--- config.mk ---
export PLATFORM = sky130hd
export DESIGN_NAME = apple1_pia_term_flat
export DESIGN_NICKNAME = d
export VERILOG_FILES = /design/src/rtl/apple1_pia_term_if.sv /design/src/rtl/apple1_pia_term.sv /design/src/flat_wrapper.sv
export SDC_FILE = /design/constraint.sdc
export NUM_CORES = 1
export LEC_CHECK = 0
export BUFFER_PORTS_ARGS = -buffer_cell sky130_fd_sc_hd__buf_2
export CAP_MARGIN = 5
export CORE_MARGIN = 4
export CORE_UTILIZATION = 51
export DETAILED_ROUTE_END_ITERATION = 10
export PLACE_DENSITY = 0.83
export RECOVER_POWER = 100
export SLEW_MARGIN = 15
export SYNTH_ARGS = -nofsm -noshare
export SYNTH_HDL_FRONTEND = slang
export SYNTH_SLANG_ARGS = --single-unit
export TNS_END_PERCENT = 5
--- constraint.sdc ---
create_clock -name clk -period 3.7 [get_ports clk]
set_input_delay 0.37 -clock clk [delete_from_list [all_inputs] [get_ports clk]]
set_output_delay 0.37 -clock clk [all_outputs]
set_load 0.1 [all_outputs]
--- src/rtl/apple1_pia_term_if.sv ---
// ---------------------------------------------------------------------------
// apple1_pia_term_if
// Bus bundle for the Apple-1 terminal port. It carries both the CPU register
// bus and the two UART byte streams, so the PIA needs only clk/reset besides
// this interface.
//
// Signals:
//   cs, addr[1:0], rd_en, wr_en, din[7:0]  CPU -> PIA register access
//   dout[7:0]                              PIA -> CPU read data (registered)
//   rx_data[7:0], rx_valid                 UART receiver -> PIA keystrokes
//   rx_ready                               PIA -> UART, keyboard FIFO not full
//   tx_data[7:0], tx_valid                 PIA -> UART transmitter display byte
//   tx_ready                               UART transmitter -> PIA accept
//
// Modports:
//   master : the CPU/UART side (drives strobes, write data, rx stream, tx_ready)
//   slave  : the PIA itself
// ---------------------------------------------------------------------------
interface apple1_pia_term_if;
  logic       cs;
  logic [1:0] addr;
  logic       rd_en;
  logic       wr_en;
  logic [7:0] din;
  logic [7:0] dout;
  logic [7:0] rx_data;
  logic       rx_valid;
  logic       rx_ready;
  logic [7:0] tx_data;
  logic       tx_valid;
  logic       tx_ready;

  modport master (
    output cs, addr, rd_en, wr_en, din, rx_data, rx_valid, tx_ready,
    input  dout, rx_ready, tx_data, tx_valid
  );

  modport slave (
    input  cs, addr, rd_en, wr_en, din, rx_data, rx_valid, tx_ready,
    output dout, rx_ready, tx_data, tx_valid
  );
endinterface

--- src/rtl/apple1_pia_term.sv ---
// ---------------------------------------------------------------------------
// apple1_pia_term
// Apple-1 terminal port: a 6821 PIA subset mapped at $D010-$D013.
//   addr 0 KBD   (R)   {1, key[6:0]}; reading pops the keyboard FIFO
//   addr 1 KBDCR (R/W) read {key_available, kbdcr[6:0]}
//   addr 2 DSP   (R/W) write queues a display byte; read {busy, tx_hold[6:0]}
//   addr 3 DSPCR (R/W) read {0, dsp_ovf, dspcr[5:0]}; din[6]=1 clears dsp_ovf
//
// Ports:
//   clk    system clock shared with the CPU core
//   reset  synchronous, active-high reset
//   bus    apple1_pia_term_if.slave (CPU register bus + UART rx/tx streams)
//
// Parameter:
//   RX_DEPTH  keyboard FIFO depth, power of two in 2..16
//
// Build option:
//   PIA_UPCASE_EN  when defined, keystrokes 'a'-'z' are stored upper-case and
//                  LF is stored as CR so WozMon's parser accepts them.
// ---------------------------------------------------------------------------
module apple1_pia_term #(
  parameter int RX_DEPTH = 4
) (
  input  logic                   clk,
  input  logic                   reset,
  apple1_pia_term_if.slave       bus
);

  localparam int AW = (RX_DEPTH > 1) ? $clog2(RX_DEPTH) : 1;

  typedef enum logic [0:0] {
    TX_IDLE = 1'b0,
    TX_BUSY = 1'b1
  } tx_state_t;

  // Key translation applied on FIFO push; bit 7 is already stripped.
  function automatic logic [6:0] store_key(input logic [6:0] key);
`ifdef PIA_UPCASE_EN
    logic [6:0] mapped;
    if ((key >= 7'h61) && (key <= 7'h7A)) begin
      mapped = key - 7'h20;
    end else if (key == 7'h0A) begin
      mapped = 7'h0D;
    end else begin
      mapped = key;
    end
    return mapped;
`else
    return key;
`endif
  endfunction

  logic [6:0]  fifo_mem_r [RX_DEPTH];
  logic [AW:0] wptr_r;
  logic [AW:0] rptr_r;
  logic [6:0]  last_key_r;
  logic [6:0]  kbdcr_r;
  logic [5:0]  dspcr_r;
  logic        dsp_ovf_r;
  logic [6:0]  tx_hold_r;
  tx_state_t   tx_state_r;
  logic [7:0]  dout_r;

  logic        rd_s;
  logic        wr_s;
  logic        empty_s;
  logic        full_s;
  logic        pop_s;
  logic        push_s;
  logic        dsp_wr_s;
  logic        tx_busy_s;
  logic [6:0]  head_s;
  logic [7:0]  rd_data_s;
  logic        unused_bits_s;

  localparam logic [AW:0] PTR_ONE = {{AW{1'b0}}, 1'b1};

  // Bit 7 of write data and received bytes is architecturally ignored.
  assign unused_bits_s = ^{bus.din[7], bus.rx_data[7]};

  // Access decode and FIFO status derived from the registered pointers.
  always_comb begin
    rd_s      = bus.cs & bus.rd_en;
    wr_s      = bus.cs & bus.wr_en;
    tx_busy_s = (tx_state_r == TX_BUSY);
    empty_s   = (wptr_r == rptr_r);
    full_s    = (wptr_r[AW] != rptr_r[AW]) && (wptr_r[AW-1:0] == rptr_r[AW-1:0]);
    head_s    = fifo_mem_r[rptr_r[AW-1:0]];
    pop_s     = rd_s & (bus.addr == 2'd0) & ~empty_s;
    // A pop frees the head slot on the same edge, so a push while full still
    // lands (into the slot being vacated) and the count stays unchanged.
    push_s    = bus.rx_valid & (~full_s | pop_s);
    dsp_wr_s  = wr_s & (bus.addr == 2'd2);
  end

  // Read data mux; uses pre-edge state so a read-with-write returns old contents.
  always_comb begin
    rd_data_s = 8'h00;
    case (bus.addr)
      2'd0: begin
        if (empty_s) begin
          rd_data_s = {1'b1, last_key_r};
        end else begin
          rd_data_s = {1'b1, head_s};
        end
      end
      2'd1:    rd_data_s = {~empty_s, kbdcr_r};
      2'd2:    rd_data_s = {tx_busy_s, tx_hold_r};
      2'd3:    rd_data_s = {1'b0, dsp_ovf_r, dspcr_r};
      default: rd_data_s = 8'h00;
    endcase
  end

  // Keyboard FIFO storage; contents need no reset since the pointers gate use.
  always_ff @(posedge clk) begin
    if (push_s) begin
      fifo_mem_r[wptr_r[AW-1:0]] <= store_key(bus.rx_data[6:0]);
    end
  end

  // Keyboard FIFO pointers and the last key handed to the CPU.
  always_ff @(posedge clk) begin
    if (reset) begin
      wptr_r     <= '0;
      rptr_r     <= '0;
      last_key_r <= 7'h00;
    end else begin
      if (push_s) begin
        wptr_r <= wptr_r + PTR_ONE;
      end
      if (pop_s) begin
        rptr_r     <= rptr_r + PTR_ONE;
        last_key_r <= head_s;
      end
    end
  end

  // Control registers, display overflow flag and registered read data.
  always_ff @(posedge clk) begin
    if (reset) begin
      kbdcr_r   <= 7'h00;
      dspcr_r   <= 6'h00;
      dsp_ovf_r <= 1'b0;
      dout_r    <= 8'h00;
    end else begin
      if (wr_s && (bus.addr == 2'd1)) begin
        kbdcr_r <= bus.din[6:0];
      end
      if (wr_s && (bus.addr == 2'd3)) begin
        dspcr_r <= bus.din[5:0];
      end
      // A dropped display write outranks a same-cycle clear so it is never lost.
      if (dsp_wr_s && tx_busy_s) begin
        dsp_ovf_r <= 1'b1;
      end else if (wr_s && (bus.addr == 2'd3) && bus.din[6]) begin
        dsp_ovf_r <= 1'b0;
      end
      if (rd_s) begin
        dout_r <= rd_data_s;
      end
    end
  end

  // Display transmit FSM: one byte in flight, released by the UART handshake.
  always_ff @(posedge clk) begin
    if (reset) begin
      tx_state_r <= TX_IDLE;
      tx_hold_r  <= 7'h00;
    end else begin
      case (tx_state_r)
        TX_IDLE: begin
          if (dsp_wr_s) begin
            tx_hold_r  <= bus.din[6:0];
            tx_state_r <= TX_BUSY;
          end
        end
        TX_BUSY: begin
          if (bus.tx_ready) begin
            tx_state_r <= TX_IDLE;
          end
        end
        default: tx_state_r <= TX_IDLE;
      endcase
    end
  end

  assign bus.dout     = dout_r;
  assign bus.rx_ready = ~full_s;
  assign bus.tx_valid = tx_busy_s;
  assign bus.tx_data  = {1'b0, tx_hold_r};

endmodule

--- src/flat_wrapper.sv ---
// flat-port wrapper written by rule: the top's interface ports become plain ports
module apple1_pia_term_flat 
#(
  parameter int RX_DEPTH = 4
)
  (clk, reset, bus_cs, bus_addr, bus_rd_en, bus_wr_en, bus_din, bus_rx_data, bus_rx_valid, bus_tx_ready, bus_dout, bus_rx_ready, bus_tx_data, bus_tx_valid);
  apple1_pia_term_if bus_i ();
  input  logic clk;
  input  logic reset;
  input wire logic [$bits(bus_i.cs)-1:0] bus_cs;
  input wire logic [$bits(bus_i.addr)-1:0] bus_addr;
  input wire logic [$bits(bus_i.rd_en)-1:0] bus_rd_en;
  input wire logic [$bits(bus_i.wr_en)-1:0] bus_wr_en;
  input wire logic [$bits(bus_i.din)-1:0] bus_din;
  input wire logic [$bits(bus_i.rx_data)-1:0] bus_rx_data;
  input wire logic [$bits(bus_i.rx_valid)-1:0] bus_rx_valid;
  input wire logic [$bits(bus_i.tx_ready)-1:0] bus_tx_ready;
  output wire logic [$bits(bus_i.dout)-1:0] bus_dout;
  output wire logic [$bits(bus_i.rx_ready)-1:0] bus_rx_ready;
  output wire logic [$bits(bus_i.tx_data)-1:0] bus_tx_data;
  output wire logic [$bits(bus_i.tx_valid)-1:0] bus_tx_valid;
  assign bus_i.cs = bus_cs;
  assign bus_i.addr = bus_addr;
  assign bus_i.rd_en = bus_rd_en;
  assign bus_i.wr_en = bus_wr_en;
  assign bus_i.din = bus_din;
  assign bus_i.rx_data = bus_rx_data;
  assign bus_i.rx_valid = bus_rx_valid;
  assign bus_i.tx_ready = bus_tx_ready;
  assign bus_dout = bus_i.dout;
  assign bus_rx_ready = bus_i.rx_ready;
  assign bus_tx_data = bus_i.tx_data;
  assign bus_tx_valid = bus_i.tx_valid;
  apple1_pia_term #(.RX_DEPTH(RX_DEPTH)) u_core (.clk(clk), .reset(reset), .bus(bus_i));
endmodule
## After elaboration in Yosys (flattened, before gate mapping)

Memory sizes are Yosys's and may differ from the RTL's. A register that Yosys moved wholly into a read port is not among the register bits.
Index checks and enable logic that the tools add are counted.

| storage, ports and cells | value |
|---|---|
| register bits | 43 |
| RAM bits | 28 |
| bits of input ports | 25 |
| word-level logic and storage cells | 47 |
| memories | 1 |

| operators by class | value |
|---|---|
| $add $sub $neg | 2 |
| equal/unequal tests | 6 |
| multiplexer cells | 11 |
| bitwise logic cells | 10 |
| reduce and logical (&&, ||, !) cells | 8 |

Memory list:

| name | depth | bits a word | read ports | clocked after memory_dff | wr ports | line | source |
|---|---|---|---|---|---|---|---|
| u_core.fifo_mem_r | 4 | 7 | 1 | 1 | 1 | apple1_pia_term.sv:53 | `logic [6:0] fifo_mem_r [RX_DEPTH];` |

Operator list:

| operator | number |
|---|---|
| $pmux 8 s4 | 1 |
| $mux 7 | 1 |
| $add 3x1->3 const B | 2 |
| $and 1x1->1 | 6 |
| $mux 1 | 6 |
| $logic_and 1x1->1 | 5 |
| $eq 2x2->1 const B | 2 |
| $mux 2 | 2 |
| $eq 3x3->1 | 1 |
| $not 1->1 | 3 |
| $eq 2x1->1 const B | 1 |
| $eq 2x2->1 | 1 |
| $logic_not 2->1 | 1 |
| $pmux 1 s2 | 1 |
| $reduce_and 2->1 | 1 |
| $reduce_bool 2->1 | 1 |
| $ne 1x1->1 | 1 |
| $or 1x1->1 | 1 |

## Depth between registers and ports, before layout

| logic depth | value |
|---|---|
| word-level depth | 7 |
| depth in mapped cells | 6 |

## Worst setup path before layout

Ideal clock, no wire load.

| timing path | value |
|---|---|
| kind | reg-to-output |
| start point | reg u_core.wptr_r[0] |
| end point | out bus_rx_ready |
| data arrival time | 1456 ps |
| data required time | 3330 ps |
| slack | 1874 ps |
| cell stages (with the launch flop) | 3 |
| path buffers | 0 |
| cells stage by stage | dfxtp_1 -> xnor2_2 -> nand3_1 |

| on the way | value |
|---|---|
| word-level cells in the longest chain between the ends | 3 |

Ends and longest elaborated chain:

| what | line | source |
|---|---|---|
| start, declared | apple1_pia_term.sv:54 | `logic [AW:0] wptr_r;` |
| start signal, assigned | apple1_pia_term.sv:129 | `wptr_r <= wptr_r + PTR_ONE;` |
| $eq 2x2->1 | apple1_pia_term.sv:87 | `full_s = (wptr_r[AW] != rptr_r[AW]) && (wptr_r[AW-1:0] == rptr_r[AW-1:0]);` |
| $logic_and 1x1->1 | apple1_pia_term.sv:87 |  |
| $not 1->1 | apple1_pia_term.sv:188 | `assign bus.rx_ready = ~full_s;` |
| end, declared | flat_wrapper.sv:19 | `output wire logic [$bits(bus_i.rx_ready)-1:0] bus_rx_ready;` |

No other way between the ends.

## Worst setup path after layout

Ends and elaborated chain as after synthesis.

==> metrics.txt <==
# TYPE chip_impl_metric gauge
chip_impl_info{name="run_status",value="complete, no violations"} 1
chip_impl_info{name="cts_tree",value="done"} 1
chip_impl_metric{name="place_inst",unit=""} 353
chip_impl_metric{name="grt_use_total",unit="%"} 16.5
chip_impl_metric{name="route.detailed.vias_per_inst",unit=""} 5.46
chip_impl_metric{name="maxCapViolCount",unit=""} 0
chip_impl_metric{name="layoutNonFillerInstCount",unit=""} 369
chip_impl_metric{name="post_synth_cell_types",unit=""} 41
chip_impl_metric{name="dr.first_iter.drc_count",unit=""} 135
chip_impl_info{name="setup_repair_after_global_routing_missed_its_margin",value="no"} 1
chip_impl_metric{name="final_layout_size_suffix_gt1_share",unit="%"} 13.6
chip_impl_metric{name="setup_slack",unit="ps"} 1330
chip_impl_metric{name="synth_nets",unit=""} 285
chip_impl_metric{name="finClkSkew",unit="ps"} 10.0
chip_impl_metric{name="antenna_found_initial",unit=""} 0
chip_impl_metric{name="pins_over_their_slew_limit",unit=""} 0
chip_impl_metric{name="ctsHtreeMaxLevel",unit=""} 3
chip_impl_metric{name="power.leakage",unit="nW"} 1.31
chip_impl_metric{name="synth_seq_cells",unit=""} 73
chip_impl_info{name="most_common_library_cell_in_the_layout_ignoring_fill_and_taps",value="sky130_fd_sc_hd__dfxtp_1"} 1
chip_impl_metric{name="largest_net_degree_at_the_start_of_global_routing",unit=""} 39
chip_impl_metric{name="fmax",unit="MHz"} 422
chip_impl_metric{name="antenna_left",unit=""} 0
chip_impl_metric{name="placement_rows",unit=""} 28
chip_impl_metric{name="critical_path_required",unit="ps"} 3330
chip_impl_metric{name="n_fill_cell",unit=""} 510
chip_impl_metric{name="worst_pin_slew",unit="ps"} 1380
chip_impl_metric{name="dp_hpwl",unit="um"} 4030
chip_impl_metric{name="post_drt_wl_per_cell",unit="um"} 15.6
chip_impl_info{name="most-common-layout-cells",value="sky130_fd_sc_hd__dfxtp_1, sky130_fd_sc_hd__nor2_1, sky130_fd_sc_hd__mux2i_1"} 1
chip_impl_metric{name="vdd_ir_drop_max",unit="uV"} 316
chip_impl_metric{name="cts.repair.resized",unit=""} 0
chip_impl_metric{name="multi_input_comb_area",unit="sq um"} 1200
chip_impl_metric{name="preCtsSetupSlack",unit="ps"} 1640
chip_impl_metric{name="grt_overflow_total",unit=""} 0
chip_impl_metric{name="starting_utilization_of_the_core_area",unit="%"} 52.7
chip_impl_metric{name="via_count",unit=""} 2013
chip_impl_metric{name="port_buffers",unit=""} 39
chip_impl_info{name="end_kind",value="output pin"} 1
chip_impl_metric{name="first_global_vias",unit=""} 1948
chip_impl_info{name="worstSetupPathType",value="flop to output pin"} 1
chip_impl_metric{name="cts.sinks",unit=""} 73
chip_impl_metric{name="timing.critical_path.fanout_max",unit=""} 6
chip_impl_metric{name="synthArstFlopShare",unit="%"} 0
chip_impl_metric{name="area.sequential",unit="sq um"} 1740
chip_impl_info{name="synth_flop_cell",value="sky130_fd_sc_hd__dfxtp_1"} 1
chip_impl_metric{name="final_core_util",unit="%"} 57.8
chip_impl_metric{name="synth.cell_area",unit="sq um"} 3120
chip_impl_metric{name="total_cts_buffers",unit=""} 9
chip_impl_info{name="hp-class",value="input port to flop"} 1
chip_impl_info{name="synth_area_leaders",value="sky130_fd_sc_hd__dfxtp_1, sky130_fd_sc_hd__edfxtp_1, sky130_fd_sc_hd__mux2i_1"} 1
chip_impl_metric{name="crit_arrival",unit="ps"} 2000
chip_impl_metric{name="total_nets_final",unit=""} 319
chip_impl_metric{name="die_width",unit="um"} 86.2
chip_impl_info{name="cts_root_buf",value="sky130_fd_sc_hd__clkbuf_8"} 1
chip_impl_metric{name="layout_worst_path_cycle_share",unit="%"} 64.1
chip_impl_metric{name="cts_clk_pin_slew_worst_paths",unit="ps"} 90
chip_impl_metric{name="core_region_area",unit="sq um"} 5920
chip_impl_metric{name="place_congestion",unit=""} 0.747
chip_impl_info{name="synthDominantAreaCellType",value="sky130_fd_sc_hd__dfxtp_1"} 1
chip_impl_metric{name="layout_min_cycle_time",unit="ps"} 2370
chip_impl_metric{name="power_density",unit="nW/um^2"} 476
chip_impl_metric{name="clk_path_buf_depth",unit=""} 2
chip_impl_metric{name="edff_count_synth",unit=""} 28
chip_impl_metric{name="worst_skew_pair.late_latency",unit="ps"} 350
chip_impl_metric{name="slew_headroom",unit="%"} 7.84
chip_impl_metric{name="synth_top_area_share",unit="%"} 28.9
chip_impl_metric{name="grt_first_pass_wirelength",unit="um"} 9200
chip_impl_metric{name="fin_worst_hold_slack",unit="ps"} 276
chip_impl_metric{name="cts.hold.buffers_added",unit=""} 0
chip_impl_metric{name="hold_viol_final",unit=""} 0
chip_impl_metric{name="n_antenna_cell",unit=""} 0
chip_impl_metric{name="report.final.setup_viol",unit=""} 0
chip_impl_metric{name="die_height",unit="um"} 86.2
chip_impl_metric{name="seq_area_frac_synth",unit="%"} 55.8
chip_impl_metric{name="area_growth",unit="%"} 9.63
chip_impl_metric{name="top_level_pins",unit=""} 43
chip_impl_metric{name="finalWirelength",unit="um"} 5760
chip_impl_metric{name="cts_post_setup_buffers_inserted",unit=""} 0
chip_impl_metric{name="synth_area_per_cell",unit="sq um"} 12.2
chip_impl_metric{name="totalNegativeSetupSlack",unit="ps"} 0
chip_impl_metric{name="synthesis.yosys.warnings",unit=""} 0
chip_impl_metric{name="design.die.area",unit="sq um"} 7430
chip_impl_metric{name="detail_route.drc_violations",unit=""} 0
chip_impl_info{name="critPathLaunchType",value="flop"} 1
chip_impl_metric{name="drt_pre_antenna_iters",unit=""} 4
chip_impl_metric{name="synth_cells",unit=""} 255
## layout make-up
cell class	instances	share of cell area, %
clock buffers	9	3.62
clock inverters	7	1.79
inverters	10	1.10
multi-input cells	156	35.0
flip-flops and latches	73	50.9
well taps	75	2.74
repair buffers	39	4.79
## registers in the layout (all words and copies together) (netlist names), named ones only
signal and cells:
u_core.tx_hold_r 7, u_core.bus.dout 8, u_core.bus.tx_valid 1, u_core.rptr_r 3
u_core.dspcr_r 6, u_core.fifo_mem_r 28, u_core.kbdcr_r 7, u_core.wptr_r 3
u_core.dsp_ovf_r 1, u_core.last_key_r 7
## path summary, 6_finish.rpt
path         depth (start not counted)          startpoint  slack (ps)                       to
min reg2reg                          2  u_core.bus.dout[2]         460       u_core.bus.dout[2]
max                                  3    u_core.wptr_r[0]        1330             bus_rx_ready
min                                  1      bus_rx_data[2]         280  u_core.fifo_mem_r[2][2]
max reg2reg                          4    u_core.wptr_r[1]        1510         u_core.rptr_r[1]
## metrics by stage
stage               power [mW]  instance area [sq um]
floorplan                 1.03                   3120
global placement          1.07                   3320
detailed placement        1.08                   3320
CTS                       1.65                   3510
global route              1.69                   3420
finish                    1.63                   3420
## report_power, final
| group | switching [mW] | internal (mW) | leakage, nW |
|---|---|---|---|
| combinational | 0.125 | 0.0457 | 0.597 |
| sequential | 0.0144 | 0.862 | 0.622 |
| clock | 0.324 | 0.254 | 0.0884 |
| total | 0.464 | 1.16 | 1.31 |
## critical path, stage by stage (launching register included)
cell and delay (ps):
sky130_fd_sc_hd__dfxtp_1 450, sky130_fd_sc_hd__xnor2_1 200, sky130_fd_sc_hd__nand3_1 130, sky130_fd_sc_hd__clkbuf_1 870
## cells by family after synthesis
group	count (synthesis)	synth area share, %
other cells	1	0.120
fa+ha+maj	5	2.01
buf+inv	26	3.97
compound gates	32	8.14
flops	73	55.8
mux	43	16.6
xor+xnor	7	2.45
simple gates	68	10.9
## synthesized netlist by cell type (2+ instances only)
cell type and n:
sky130_fd_sc_hd__nand3_1 2, sky130_fd_sc_hd__buf_4 2, sky130_fd_sc_hd__buf_6 2, sky130_fd_sc_hd__xnor2_2 2
sky130_fd_sc_hd__dfxtp_1 45, sky130_fd_sc_hd__buf_1 2, sky130_fd_sc_hd__buf_2 2, sky130_fd_sc_hd__edfxtp_1 28
sky130_fd_sc_hd__nor3_1 7, sky130_fd_sc_hd__a41oi_2 2, sky130_fd_sc_hd__nand3b_1 2, sky130_fd_sc_hd__clkbuf_1 7
sky130_fd_sc_hd__a21oi_1 4, sky130_fd_sc_hd__xnor2_1 4, sky130_fd_sc_hd__o21ai_1 7, sky130_fd_sc_hd__a221oi_1 7
sky130_fd_sc_hd__mux4_2 7, sky130_fd_sc_hd__nand4_1 2, sky130_fd_sc_hd__o31ai_1 7, sky130_fd_sc_hd__nor2_1 36
sky130_fd_sc_hd__ha_1 5, sky130_fd_sc_hd__and2_1 3, sky130_fd_sc_hd__inv_1 10, sky130_fd_sc_hd__nand2_1 8
sky130_fd_sc_hd__mux2i_1 36
## metal layers
layer	up-vias	track usage, %	part of all wire (%)	routed length, um
li1	990	-	-	-
met1	981	19.8	44	2540
met2	34	27.9	49	2840
met3	8	4.37	5.0	286
met4	0	7.22	1.5	88
met5	-	0	0	0
Power figures use the tool's default switching activity.
